==> src/rtl/chaos_pkg.sv <==
`default_nettype none
// ============================================================================
// Module : chaos_pkg
// Shared FSM state type and default widths for the chaotic iteration controller.
// Rev    : 1.0
// ============================================================================
package chaos_pkg;

  localparam int DATA_WIDTH_DEF = 64;
  localparam int CNT_WIDTH_DEF  = 32;
  localparam int BIT_SEL_DEF    = 20;

  typedef enum logic [1:0] {
    ST_IDLE  = 2'd0,
    ST_ISSUE = 2'd1,
    ST_WAIT  = 2'd2,
    ST_HOLD  = 2'd3
  } state_t;

endpackage
`default_nettype wire

==> src/rtl/chaos_out_stage.sv <==
`default_nettype none
// ============================================================================
// Module : chaos_out_stage
// Output register slice: holds the emitted state under valid/ready, derives out_bit.
// Rev    : 1.0
// ============================================================================
module chaos_out_stage
  import chaos_pkg::*;
#(
  parameter int DATA_WIDTH = DATA_WIDTH_DEF,
  parameter int BIT_SEL    = BIT_SEL_DEF
) (
  input  logic                  clk,
  input  logic                  rst,
  input  logic                  load,
  input  logic                  clear,
  input  logic [DATA_WIDTH-1:0] in_x,
  input  logic [DATA_WIDTH-1:0] in_y,
  input  logic [DATA_WIDTH-1:0] in_z,
  input  logic                  out_ready,
  output logic                  out_valid,
  output logic [DATA_WIDTH-1:0] out_x,
  output logic [DATA_WIDTH-1:0] out_y,
  output logic [DATA_WIDTH-1:0] out_z,
  output logic                  out_bit,
  output logic                  fire
);

  assign fire    = out_valid & out_ready;
  assign out_bit = out_x[BIT_SEL] ^ out_y[BIT_SEL] ^ out_z[BIT_SEL];

  always_ff @(posedge clk or posedge rst) begin
    if (rst) begin
      out_valid <= 1'b0;
      out_x     <= '0;
      out_y     <= '0;
      out_z     <= '0;
    end else if (clear) begin
      out_valid <= 1'b0;
    end else if (load) begin
      out_valid <= 1'b1;
      out_x     <= in_x;
      out_y     <= in_y;
      out_z     <= in_z;
    end else if (fire) begin
      out_valid <= 1'b0;
    end
  end

endmodule
`default_nettype wire

==> src/rtl/chaotic_iter_ctrl.sv <==
`default_nettype none
// ============================================================================
// Module : chaotic_iter_ctrl
// Iteration controller for the x/y/z chaotic engine; optional WAIT watchdog via CHAOS_ITER_TIMEOUT_EN.
// Rev    : 1.0
// ============================================================================
module chaotic_iter_ctrl
  import chaos_pkg::*;
#(
  parameter int DATA_WIDTH  = DATA_WIDTH_DEF,
  parameter int CNT_WIDTH   = CNT_WIDTH_DEF,
  parameter int BIT_SEL     = BIT_SEL_DEF,
  parameter int TIMEOUT_CYC = 1024
) (
  input  logic                  clk,
  input  logic                  rst,
  input  logic                  start,
  input  logic                  stop,
  input  logic [DATA_WIDTH-1:0] seed_x,
  input  logic [DATA_WIDTH-1:0] seed_y,
  input  logic [DATA_WIDTH-1:0] seed_z,
  input  logic [CNT_WIDTH-1:0]  warmup,
  input  logic [CNT_WIDTH-1:0]  num_iter,
  output logic                  n_valid,
  output logic [DATA_WIDTH-1:0] xn,
  output logic [DATA_WIDTH-1:0] yn,
  output logic [DATA_WIDTH-1:0] zn,
  input  logic                  n1_valid,
  input  logic [DATA_WIDTH-1:0] xn1,
  input  logic [DATA_WIDTH-1:0] yn1,
  input  logic [DATA_WIDTH-1:0] zn1,
  output logic                  out_valid,
  input  logic                  out_ready,
  output logic [DATA_WIDTH-1:0] out_x,
  output logic [DATA_WIDTH-1:0] out_y,
  output logic [DATA_WIDTH-1:0] out_z,
  output logic                  out_bit,
  output logic                  busy,
  output logic                  done,
  output logic [CNT_WIDTH-1:0]  iter_cnt,
  output logic                  timeout
);

  state_t                state, state_nxt;
  logic [DATA_WIDTH-1:0] sx, sy, sz;
  logic [CNT_WIDTH-1:0]  warmup_q, num_iter_q, warm_cnt, iter_cnt_q, iter_nxt;
  logic                  stop_pend, done_q;
  logic                  do_start, take_res, warm_inc, out_load, out_clear;
  logic                  accept, finish, set_pend, wd_hit, fire;

  assign n_valid  = (state == ST_ISSUE);
  assign busy     = (state != ST_IDLE);
  assign xn       = sx;
  assign yn       = sy;
  assign zn       = sz;
  assign iter_cnt = iter_cnt_q;
  assign done     = done_q;

  // Saturating count so free-running mode never wraps.
  assign iter_nxt = (&iter_cnt_q) ? iter_cnt_q : iter_cnt_q + CNT_WIDTH'(1);

  always_ff @(posedge clk or posedge rst) begin
    if (rst) state <= ST_IDLE;
    else     state <= state_nxt;
  end

  always_comb begin
    state_nxt = state;
    do_start  = 1'b0;
    take_res  = 1'b0;
    warm_inc  = 1'b0;
    out_load  = 1'b0;
    out_clear = 1'b0;
    accept    = 1'b0;
    finish    = 1'b0;
    set_pend  = 1'b0;
    case (state)
      ST_IDLE: begin
        if (start) begin
          do_start  = 1'b1;
          state_nxt = ST_ISSUE;
        end
      end
      ST_ISSUE: begin
        state_nxt = stop ? ST_IDLE : ST_WAIT;
      end
      ST_WAIT: begin
        if (n1_valid) begin
          take_res = 1'b1;
          // A stop arriving together with the result still drains without emitting.
          if (stop_pend || stop) begin
            state_nxt = ST_IDLE;
          end else if (warm_cnt < warmup_q) begin
            warm_inc  = 1'b1;
            state_nxt = ST_ISSUE;
          end else begin
            out_load  = 1'b1;
            state_nxt = ST_HOLD;
          end
        end else begin
          set_pend = stop;
          if (wd_hit) state_nxt = ST_IDLE;
        end
      end
      ST_HOLD: begin
        // Stop has priority over a coincident handshake: the word is dropped uncounted.
        if (stop) begin
          out_clear = 1'b1;
          state_nxt = ST_IDLE;
        end else if (fire) begin
          accept = 1'b1;
          if ((num_iter_q != '0) && (iter_nxt == num_iter_q)) begin
            finish    = 1'b1;
            state_nxt = ST_IDLE;
          end else begin
            state_nxt = ST_ISSUE;
          end
        end
      end
      default: state_nxt = ST_IDLE;
    endcase
  end

  always_ff @(posedge clk or posedge rst) begin
    if (rst) begin
      sx         <= '0;
      sy         <= '0;
      sz         <= '0;
      warmup_q   <= '0;
      num_iter_q <= '0;
      warm_cnt   <= '0;
      iter_cnt_q <= '0;
      stop_pend  <= 1'b0;
      done_q     <= 1'b0;
    end else begin
      done_q <= finish;
      if (do_start) begin
        sx         <= seed_x;
        sy         <= seed_y;
        sz         <= seed_z;
        warmup_q   <= warmup;
        num_iter_q <= num_iter;
        warm_cnt   <= '0;
        iter_cnt_q <= '0;
      end
      if (take_res) begin
        sx <= xn1;
        sy <= yn1;
        sz <= zn1;
      end
      if (warm_inc) warm_cnt <= warm_cnt + CNT_WIDTH'(1);
      if (accept)   iter_cnt_q <= iter_nxt;
      if (set_pend) stop_pend <= 1'b1;
      if (state_nxt == ST_IDLE) stop_pend <= 1'b0;
    end
  end

`ifdef CHAOS_ITER_TIMEOUT_EN
  // wd_cnt is 0 in ISSUE and the first WAIT cycle, so the flag rises TIMEOUT_CYC cycles after ISSUE.
  localparam int WD_W = $clog2(TIMEOUT_CYC) + 1;
  localparam logic [WD_W-1:0] WD_LAST = WD_W'(TIMEOUT_CYC - 2);

  logic [WD_W-1:0] wd_cnt;
  logic            timeout_q;

  assign wd_hit  = (state == ST_WAIT) && !n1_valid && (wd_cnt == WD_LAST);
  assign timeout = timeout_q;

  always_ff @(posedge clk or posedge rst) begin
    if (rst) begin
      wd_cnt    <= '0;
      timeout_q <= 1'b0;
    end else begin
      if ((state == ST_WAIT) && !n1_valid) wd_cnt <= wd_cnt + WD_W'(1);
      else                                 wd_cnt <= '0;
      if (do_start)    timeout_q <= 1'b0;
      else if (wd_hit) timeout_q <= 1'b1;
    end
  end
`else
  assign wd_hit  = 1'b0;
  assign timeout = 1'b0;
`endif

  chaos_out_stage #(
    .DATA_WIDTH (DATA_WIDTH),
    .BIT_SEL    (BIT_SEL)
  ) u_out (
    .clk       (clk),
    .rst       (rst),
    .load      (out_load),
    .clear     (out_clear),
    .in_x      (xn1),
    .in_y      (yn1),
    .in_z      (zn1),
    .out_ready (out_ready),
    .out_valid (out_valid),
    .out_x     (out_x),
    .out_y     (out_y),
    .out_z     (out_z),
    .out_bit   (out_bit),
    .fire      (fire)
  );

endmodule
`default_nettype wire

==> config.mk <==
export PLATFORM = sky130hd
export DESIGN_NAME = chaotic_iter_ctrl
export DESIGN_NICKNAME = d
export VERILOG_FILES = /design/src/rtl/chaos_pkg.sv /design/src/rtl/chaos_out_stage.sv /design/src/rtl/chaotic_iter_ctrl.sv
export SDC_FILE = /design/constraint.sdc
export NUM_CORES = 1
export LEC_CHECK = 0
export CAP_MARGIN = 10
export CORE_AREA = 2 2 339 341
export DETAILED_ROUTE_END_ITERATION = 10
export DIE_AREA = 0 0 341 343
export SYNTH_ARGS = -nofsm -noshare
export SYNTH_HDL_FRONTEND = slang
export SYNTH_HIERARCHICAL = 1
export SYNTH_SLANG_ARGS = --single-unit
export TNS_END_PERCENT = 10
==> constraint.sdc <==
create_clock -name clk -period 23.1 [get_ports clk]
set_input_delay 4.62 -clock clk [delete_from_list [all_inputs] [get_ports clk]]
set_output_delay 4.62 -clock clk [all_outputs]
set_load 0.01 [all_outputs]
; ---- Word-level counts from Yosys, hierarchy flattened
; Cells that the tools add are included.
[op_classes]
add_sub_neg = 2
n_mul = 0
n_div = 0
n_lt_le_gt_ge = 1
eq_ne = 4
shifts = 0
muxes = 47
bitwise = 4
reduce_logical = 13
[op_table]
columns = cell, count
row1 = 64-bit two-way mux, 6
row2 = 32-bit two-way mux, 4
row3 = "32-bit by 1-bit adder with 32-bit output, second input constant", 2
row4 = 32-bit == test, 1
row5 = 32-bit < comparator, 1
row6 = 32-bit AND reduction, 1
row7 = 32-bit nonzero test, 1
row8 = 1-bit two-way mux, 29
row9 = 2-bit two-way mux, 7
row10 = 2-bit nonzero test, 5
row11 = 2-bit one-hot mux with 4 select lines, 1
row12 = "2-bit == test, second input constant", 2
row13 = 2-bit zero test, 2
row14 = 3-bit nonzero test, 1
row15 = "2-bit by 1-bit == test with 1-bit output, second input constant", 1
row16 = 2-bit AND reduction, 1
row17 = 1-bit XOR, 2
row18 = 1-bit bitwise AND, 1
row19 = 1-bit logical AND, 1
row20 = 1-bit logical OR, 1
row21 = 1-bit NOT, 1
[totals]
ff_bits = 517
latchBits = 0
ramBits = 0
romBits = 0
output_inout_bits = 422
mem_count = 0

; ---- Longest topological paths before layout
; Gate-level depths: netlist of the first run.
[logic_depth]
word_depth = 10
depth_mapped = 13
ltp_nobuf = 11

; ---- By module
; The synthesis of the first run kept the hierarchy.
[modules_own_cells]
columns = mod, instances, cells_each, area_per_inst_um2, seq_area_each_um2
row1 = chaotic_iter_ctrl, 1, 1816, 16739.8, 8107.8
row2 = chaos_out_stage, 1, 414, 7434.6, 4829.6

; ---- Least setup slack after synthesis of the first run
; No wires, ideal clock.
[synth_path]
path_type = input to register
start = input n1_valid
end = register u_out.out_x[0]
setup_ns = 0.125
arrival_ns = 6.291
path_slack_ns = 16.685
cell_stages = 8
path_cell_list = and3b_1 > clkbuf_1 > nor3b_1 > nor2b_1 > nor2b_4 > buf_6 > buf_8 > mux2_2
[synth_between]
elab_chain_cells = 3
[synth_rtl]
columns = element, line_no
row1 = start: declaration, chaotic_iter_ctrl.sv:28  ; input logic n1_valid,
row2 = 1-bit two-way mux, chaotic_iter_ctrl.sv:88  ; if (n1_valid) begin
row3 = 1-bit two-way mux, chaotic_iter_ctrl.sv:77  ; case (state)
row4 = net out_load, chaotic_iter_ctrl.sv:48  ; logic do_start, take_res, warm_inc, out_load, out_clear;
row5 = 2-bit AND reduction (no source line), n/a
row6 = end signal: assignment, chaos_out_stage.sv:42  ; out_x <= in_x;
row7 = end: declaration, chaos_out_stage.sv:22  ; output logic [DATA_WIDTH-1:0] out_x,
; The timed path passes the listed nets, and every way through them passes these cells.
; A chain may end at the register's enable or synchronous reset.

; ---- Worst setup path after layout of the first run
[layout_path]
start = input n1_valid
end = register u_out.out_z[39]
[layout_between]
elab_chain_cells = 3
[layout_rtl]
columns = element, line_no
row1 = 1-bit two-way mux, chaotic_iter_ctrl.sv:88
row2 = 1-bit two-way mux, chaotic_iter_ctrl.sv:77
row3 = net out_load, chaotic_iter_ctrl.sv:48
row4 = 2-bit AND reduction (no source line), n/a
row5 = end signal: assignment, chaos_out_stage.sv:44  ; out_z <= in_z;
row6 = end: declaration, chaos_out_stage.sv:24  ; output logic [DATA_WIDTH-1:0] out_z,
; The timed path passes the listed nets, and every way through them passes these cells.

==> reports/qor.yml, run 1 <==
timing:
  max_slew.worst_pin.slew_ns: 1.403
  post-route-period-util: 0.3875
  final_max_slew_viol_count: 0
  hold_viol_final: 0
  skew_ns: 0.03847
  setup-tns-final_ns: 0
  finalCriticalPeriod_ns: 8.952
  slew_headroom: 0.06489
  clock.fmax_mhz: 111.7
  rsz0062_at_grt: "no"
  fin_ws_ns: 14.15
  setup_viol: 0
final_layout:
  drive_gt1_frac: 0.1088
  fillers: 11547
  syn_to_final_growth_pct: 51.00
  regArea_um2: 12940
  nets: 3542
  multi_input_area_um2: 10280
logic_synthesis:
  yosysMostFrequentCell: "dfrtp_1"
  synthTopCellsByCount: "dfrtp_1 (517), nand2_1 (416), o21ai_0 (293)"
  ys_ff_latch: 517
  synth_area_um2: 24170
  synthTopCellsByArea: "dfrtp_1 (54%), mux2i_1 (8.4%), mux2_2 (8.1%)"
  synth_top_cell_by_area: "dfrtp_1"
  ys.flop_type: "dfrtp_1"
  ys_async_sr_fraction: 1.000
  synth.distinct_cells: 71
  synth.top_cell.area_share: 0.5352
  netlist_instances: 2230
  synth_edf_count: 0
  syn_nets: 2717
  ys_seq_area_frac: 0.5352
  synth.avg_cell_area_um2: 10.84
  yosysWarnings: 6
clock_tree:
  clock-root-buffer: "clkbuf_16"
  cts.sinks: 517
  cts_resized: 0
  htree_num_levels: 3
  clockBufferDepth: 3
  path_clk_slew_ns: 0.06
  post_cts_buffers: 0
  clock_latency_ns: 0.64
  cts_made_buffers: 67
  cts_hold_buf: 0
  cts_tree: "yes"
floorplan:
  die_h_um: 343
  placementRows: 124
  die_x_um: 341
  initial_core_util: 0.2132
  pin_count: 876
  die_area_um2: 117000
  core_um2: 113400
outcome:
  status: "completed"
critical_path:
  end_kind: "flop"
  cp_data_arrival_time_ns: 9.45
  start_kind: "input port"
  crit_type: "input port to flop"
  path_buf_inv: 3
  path_delay_family: "simple AND/OR/NAND/NOR gates"
  slowest_delay_ns: 0.89
  cp_data_required_time_ns: 23.60
  worst_path_max_delay_cell: "buf_4"
  cp_max_fo: 108
  crit_chain: "clkdlybuf4s50_1, and3b_4, nor3b_1, nor2b_1, nor2b_4, buf_12, buf_4, mux2_2"
place:
  dp_hpwl_um: 83530
  gp_congestion: 0.8867
  io_buffers: 874
  post-place-ws_ns: 13.55
power_and_ir_drop:
  max-vdd-ir-drop_v: 0.00007199
  pwr-share-seq: 0.361
  combPwrFrac: 0.336
  p_leak_nw: 15.51
  power_frac_clock: 0.302
  intPower_mw: 2.353
  p_per_area_nw_per_um2: 98.68
  switching_power_mw: 1.249
  sw_frac_of_total: 0.3468
route:
  post_drt_wl_per_cell_um: 23.58
  viasPerCell: 4.435
  drt_drc_violations_left: 0
  ant_nets: 0
  dr.pass1.iters: 5
  first_iter_violations: 1020
  wirelength_um: 109200
  vias: 20529
global_routing:
  grt_pass1_vias: 20777
  grt.overflow.total: 0
  grt_max_degree: 123
  grt_pass1_wl_um: 154400
  grt_antenna_before_repair: 39
  grt_use_total: 0.1812
min_path:
  hp-class: "flop to flop"
flow_run:
  drv_cap: 0
[worst paths after layout]
path / startpoint / endpoint / slack (ns) / cells past startpoint
setup / recovery: n1_valid / u_out/out_z[39]$_DFFE_PP0P_ / 14.15 / 8
hold / removal: u_out/out_x[4]$_DFFE_PP0P_ / u_out/out_x[4]$_DFFE_PP0P_ / 0.50 / 1
setup reg to reg: warm_cnt[2]$_DFFE_PP0P_ / u_out/out_z[39]$_DFFE_PP0P_ / 17.98 / 12
hold reg to reg: u_out/out_x[4]$_DFFE_PP0P_ / u_out/out_x[4]$_DFFE_PP0P_ / 0.50 / 1
max in group asynchronous: rst / iter_cnt[0]$_DFFE_PP0P_ / 16.18 / 4
min in group asynchronous: rst / xn[23]$_DFFE_PP0P_ / 4.66 / 2
[metrics by stage]
step                        util  hold slack (ns)  cell area [µm²]  instances  power (mW)
after floorplan                -           0.4379            24170       2230       1.794
after global placement    0.3017           0.4843            34220       4498       2.533
after detailed placement  0.3017           0.4862            34220       4498       2.550
after CTS                 0.3216           0.5072            36480       4618       3.668
after global routing      0.3218           0.5150            36490       4624       3.803
final                     0.3219           0.5047            36500       4629       3.602
[flip-flops by register name, summed over array words and instances, names as in the netlist, 2 cells and up]
register     cells
zn              64
u_out/out_x     64
yn              64
iter_cnt        32
warm_cnt        32
warmup_q        32
state            2
num_iter_q      32
u_out/out_z     64
u_out/out_y     64
xn              64
[routing by layer]
metal / GRT usage / part of all wire / vias to the layer above
met5: 0 / 0.0024 / -
met4: 0.07232 / 0.038 / 40
met3: 0.07591 / 0.098 / 201
met2: 0.2962 / 0.48 / 753
met1: 0.2098 / 0.38 / 10031
li1: - / - / 9504
[final cells by class]
class	instances	share of cell area
Sequential cell	517	0.3544
Clock buffer	93	0.05138
Tap cell	1512	0.05183
Timing Repair Buffer	894	0.2445
Multi-Input combinational cell	1531	0.2817
Clock inverter	27	0.01049
Antenna cell	11	0.0007541
Inverter	44	0.004936
[kinds of logic after synthesis]
logic type | share of synthesized area
AO/OA/AOI/OAI | 0.09725
XOR/XNOR | 0.01377
adder cells (fa/ha/maj) | 0.01708
buffers and inverters | 0.03996
flip-flops | 0.5352
multiplexers | 0.1775
other | 0.0001551
AND/OR/NAND/NOR | 0.1191
[power by group through the flow]
stage               sequential, mW  clock, mW  combinational (mW)
floorplan                     1.35          0               0.448
global placement              1.31          0                1.22
detailed placement            1.31          0                1.24
CTS                           1.30       1.12                1.24
global route                  1.33       1.16                1.31
finish                        1.30       1.09                1.21
[cells in the final DEF, fill, tap and decap left out, types with 9 or more instances in the layout]
master             n
clkdlybuf4s50_1  874
dfrtp_1          517
nand2_1          415
o21ai_0          293
mux2i_1          203
mux2_2           174
clkbuf_16         68
nor2_1            54
inv_1             42
nand3_1           41
a21oi_1           37
ha_1              33
xnor2_1           29
nand4_1           25
nor4_1            21
nor3_1            20
mux2_4            20
and3_1            19
buf_4             18
clkbuf_1          17
o31ai_1           16
a31oi_1           12
diode_2           11
clkinv_2          11
xor2_1             9
Note: power is estimated with default switching activity, not from simulation.
==> run 2: changes to the inputs <==
Settings changed: CORE_AREA 2 2 339 341 to 2 2 344 346, DIE_AREA 0 0 341 343 to 0 0 346 348.
Clock period 23.1 ns to 9.1 ns, I/O delays scaled along.
==> run 2 against run 1 <==
  * Utilization decreased by 0.80 points
  * Via count up 0.41%
  * Clock skew decreased by 0.0017 ns
  * First-iteration DRC count increased by 23%
  * Combinational power increased to 2.5 times the previous value
  * Non-clock buffer count up 2
  * Hold slack got worse by 0.00082 ns
  * Register-to-register slack got worse by 13 ns
  * Sequential power increased to 2.5 times the previous value
  * Die area increased by 2.9%
==> reports/qor.yml, run 2 (synthesis gave the netlist of run 1 again) <==
place:
  gp_congestion: 0.8942  # +0.85%
  io_buffers: 874  # unchanged
  dp_hpwl_um: 82810  # -0.87%
floorplan:
  pin_count: 876  # unchanged
  placementRows: 126  # +1.6%
  die_area_um2: 120400  # +2.9%
  initial_core_util: 0.2067  # -0.006493
  die_x_um: 346  # +1.5%
  die_h_um: 348  # +1.5%
  core_um2: 117000  # +3.1%
route:
  post_drt_wl_per_cell_um: 23.23  # -1.5%
  first_iter_violations: 1258  # +23%
  vias: 20613  # +0.41%
  viasPerCell: 4.421  # -0.32%
  ant_nets: 0  # unchanged
  wirelength_um: 108300  # -0.77%
  drt_drc_violations_left: 0  # unchanged
  dr.pass1.iters: 5  # unchanged
timing:
  setup-tns-final_ns: 0  # unchanged
  hold_viol_final: 0  # unchanged
  rsz0062_at_grt: "no"
  clock.fmax_mhz: 199.7
  finalCriticalPeriod_ns: 5.008
  skew_ns: 0.03678  # -0.001684 ns
  setup_viol: 0  # unchanged
  max_slew.worst_pin.slew_ns: 1.058  # -0.3445 ns
  holdWs_ns: 0.5039  # -0.0008190 ns
  post-route-period-util: 0.5504
  final_max_slew_viol_count: 0  # unchanged
  slew_headroom: 0.2946  # +0.2297
power_and_ir_drop:
  p_leak_nw: 15.58  # +0.48%
  max-vdd-ir-drop_v: 0.0001418  # +97%
  p_per_area_nw_per_um2: 251.3  # +150%
final_layout:
  drive_gt1_frac: 0.1109  # +0.002075
  mostFrequentLayoutCell: "clkdlybuf4s50_1"
  final_cell_mix: "clkdlybuf4s50_1 (874), dfrtp_1 (517), nand2_1 (415)"
  syn_to_final_growth_pct: 51.87
  nets: 3545  # +0.085%
clock_tree:
  cts_made_buffers: 68  # +1.5%
  clockBufferDepth: 3  # unchanged
  clock-root-buffer: "clkbuf_16"
  cts_hold_buf: 0  # unchanged
  cts.sinks: 517  # unchanged
  htree_num_levels: 3  # unchanged
  clock_latency_ns: 0.64  # about the same
  post_cts_buffers: 0  # unchanged
  path_clk_slew_ns: 0.06  # about the same
  cts_resized: 0  # unchanged
  cts_tree: "yes"
critical_path:
  worst_path_max_delay_cell: "nor2b_4"
  crit_chain: "clkdlybuf4s50_1, and3b_4, nor3b_1, nor2b_1, nor2b_4, buf_12, mux2_2"
  end_kind: "flop"
  cp_data_arrival_time_ns: 5.51  # -3.94 ns
  cp_max_fo: 108  # unchanged
  start_kind: "input port"
  crit_type: "input port to flop"
  cp_data_required_time_ns: 9.60  # -14.00 ns
  slowest_delay_ns: 0.68  # -0.21 ns
global_routing:
  grt_pass1_vias: 20841  # +0.31%
  grt_max_degree: 135  # +9.8%
  grt_antenna_before_repair: 41  # +5.1%
  grt_pass1_wl_um: 153100  # -0.83%
  grt.overflow.total: 0  # unchanged
  grt_use_total: 0.1741  # -0.007165
min_path:
  hp-class: "flop to flop"
flow_run:
  drv_cap: 0  # unchanged
outcome:
  status: "completed"
run 2: cell types whose count changed in the layout (fill, tap and decap cells not counted), moves of 2 or more:
cell,previous run,this run
clkbuf_8,8,14
diode_2,11,16
buf_12,2,6
buf_4,18,16
clkinv_2,11,8
clkbuf_1,17,15
run 2: final cells by class:
cell class,instances,area (µm²)
multi-input combinational,1531,10280
inverter,44,176.4
clock buffer,98,1976
tap,1536,1922
timing repair buffer,896,8989
fill,12006,80260
sequential,517,12940
clock inverter,25,389.1
antenna,16,40.04
run 2: worst paths after layout:
path / from / endpoint / slack [ns] / depth (start not counted)
min in group asynchronous: rst / u_out/out_x[26]$_DFFE_PP0P_ / 1.80 / 2
worst max register to register: warm_cnt[17]$_DFFE_PP0P_ / u_out/out_y[63]$_DFFE_PP0P_ / 4.89 / 11
worst min register to register: warm_cnt[7]$_DFFE_PP0P_ / warm_cnt[7]$_DFFE_PP0P_ / 0.50 / 1
worst min-delay path: warm_cnt[7]$_DFFE_PP0P_ / warm_cnt[7]$_DFFE_PP0P_ / 0.50 / 1
max in group asynchronous: rst / num_iter_q[23]$_DFFE_PP0P_ / 5.86 / 4
worst max-delay path: n1_valid / u_out/out_y[63]$_DFFE_PP0P_ / 4.09 / 7
run 2: worst max-delay path: cells and delay by family:
family / cells / cell delay [ns]
and+or+nand+nor: 4 / 1.92
buffers and inverters: 2 / 0.99
muxes: 1 / 0.42
run 2: where the power goes:
group	internal [mW]	total [mW]	switching, mW
clock network	1.73	2.85	1.12
registers	2.88	3.30	0.419
logic	1.47	3.08	1.61
total	6.08	9.22	3.15
run 2: per-layer routing:
metal	share of wire	global-route usage	vias to the layer above
li1	-	-	9520
met1	0.39	0.1997	10060
met4	0.046	0.08689	28
met3	0.099	0.07339	212
met2	0.47	0.2781	793
met5	0.0017	0	-
run 2: metrics by stage:
| stage | utilization | worst slack (ns) | cell area [µm²] | instances | power [mW] |
|---|---|---|---|---|---|
| floorplan | - | 2.024 | 24180 | 2230 | 4.555 |
| finish | 0.3139 | 4.092 | 36710 | 4663 | 9.225 |
| CTS | 0.3135 | 4.161 | 36670 | 4647 | 9.367 |
| global route | 0.3138 | 3.908 | 36700 | 4659 | 9.712 |
| detailed placement | 0.2933 | 3.481 | 34310 | 4524 | 6.449 |
| global placement | 0.2933 | 3.479 | 34310 | 4524 | 6.409 |
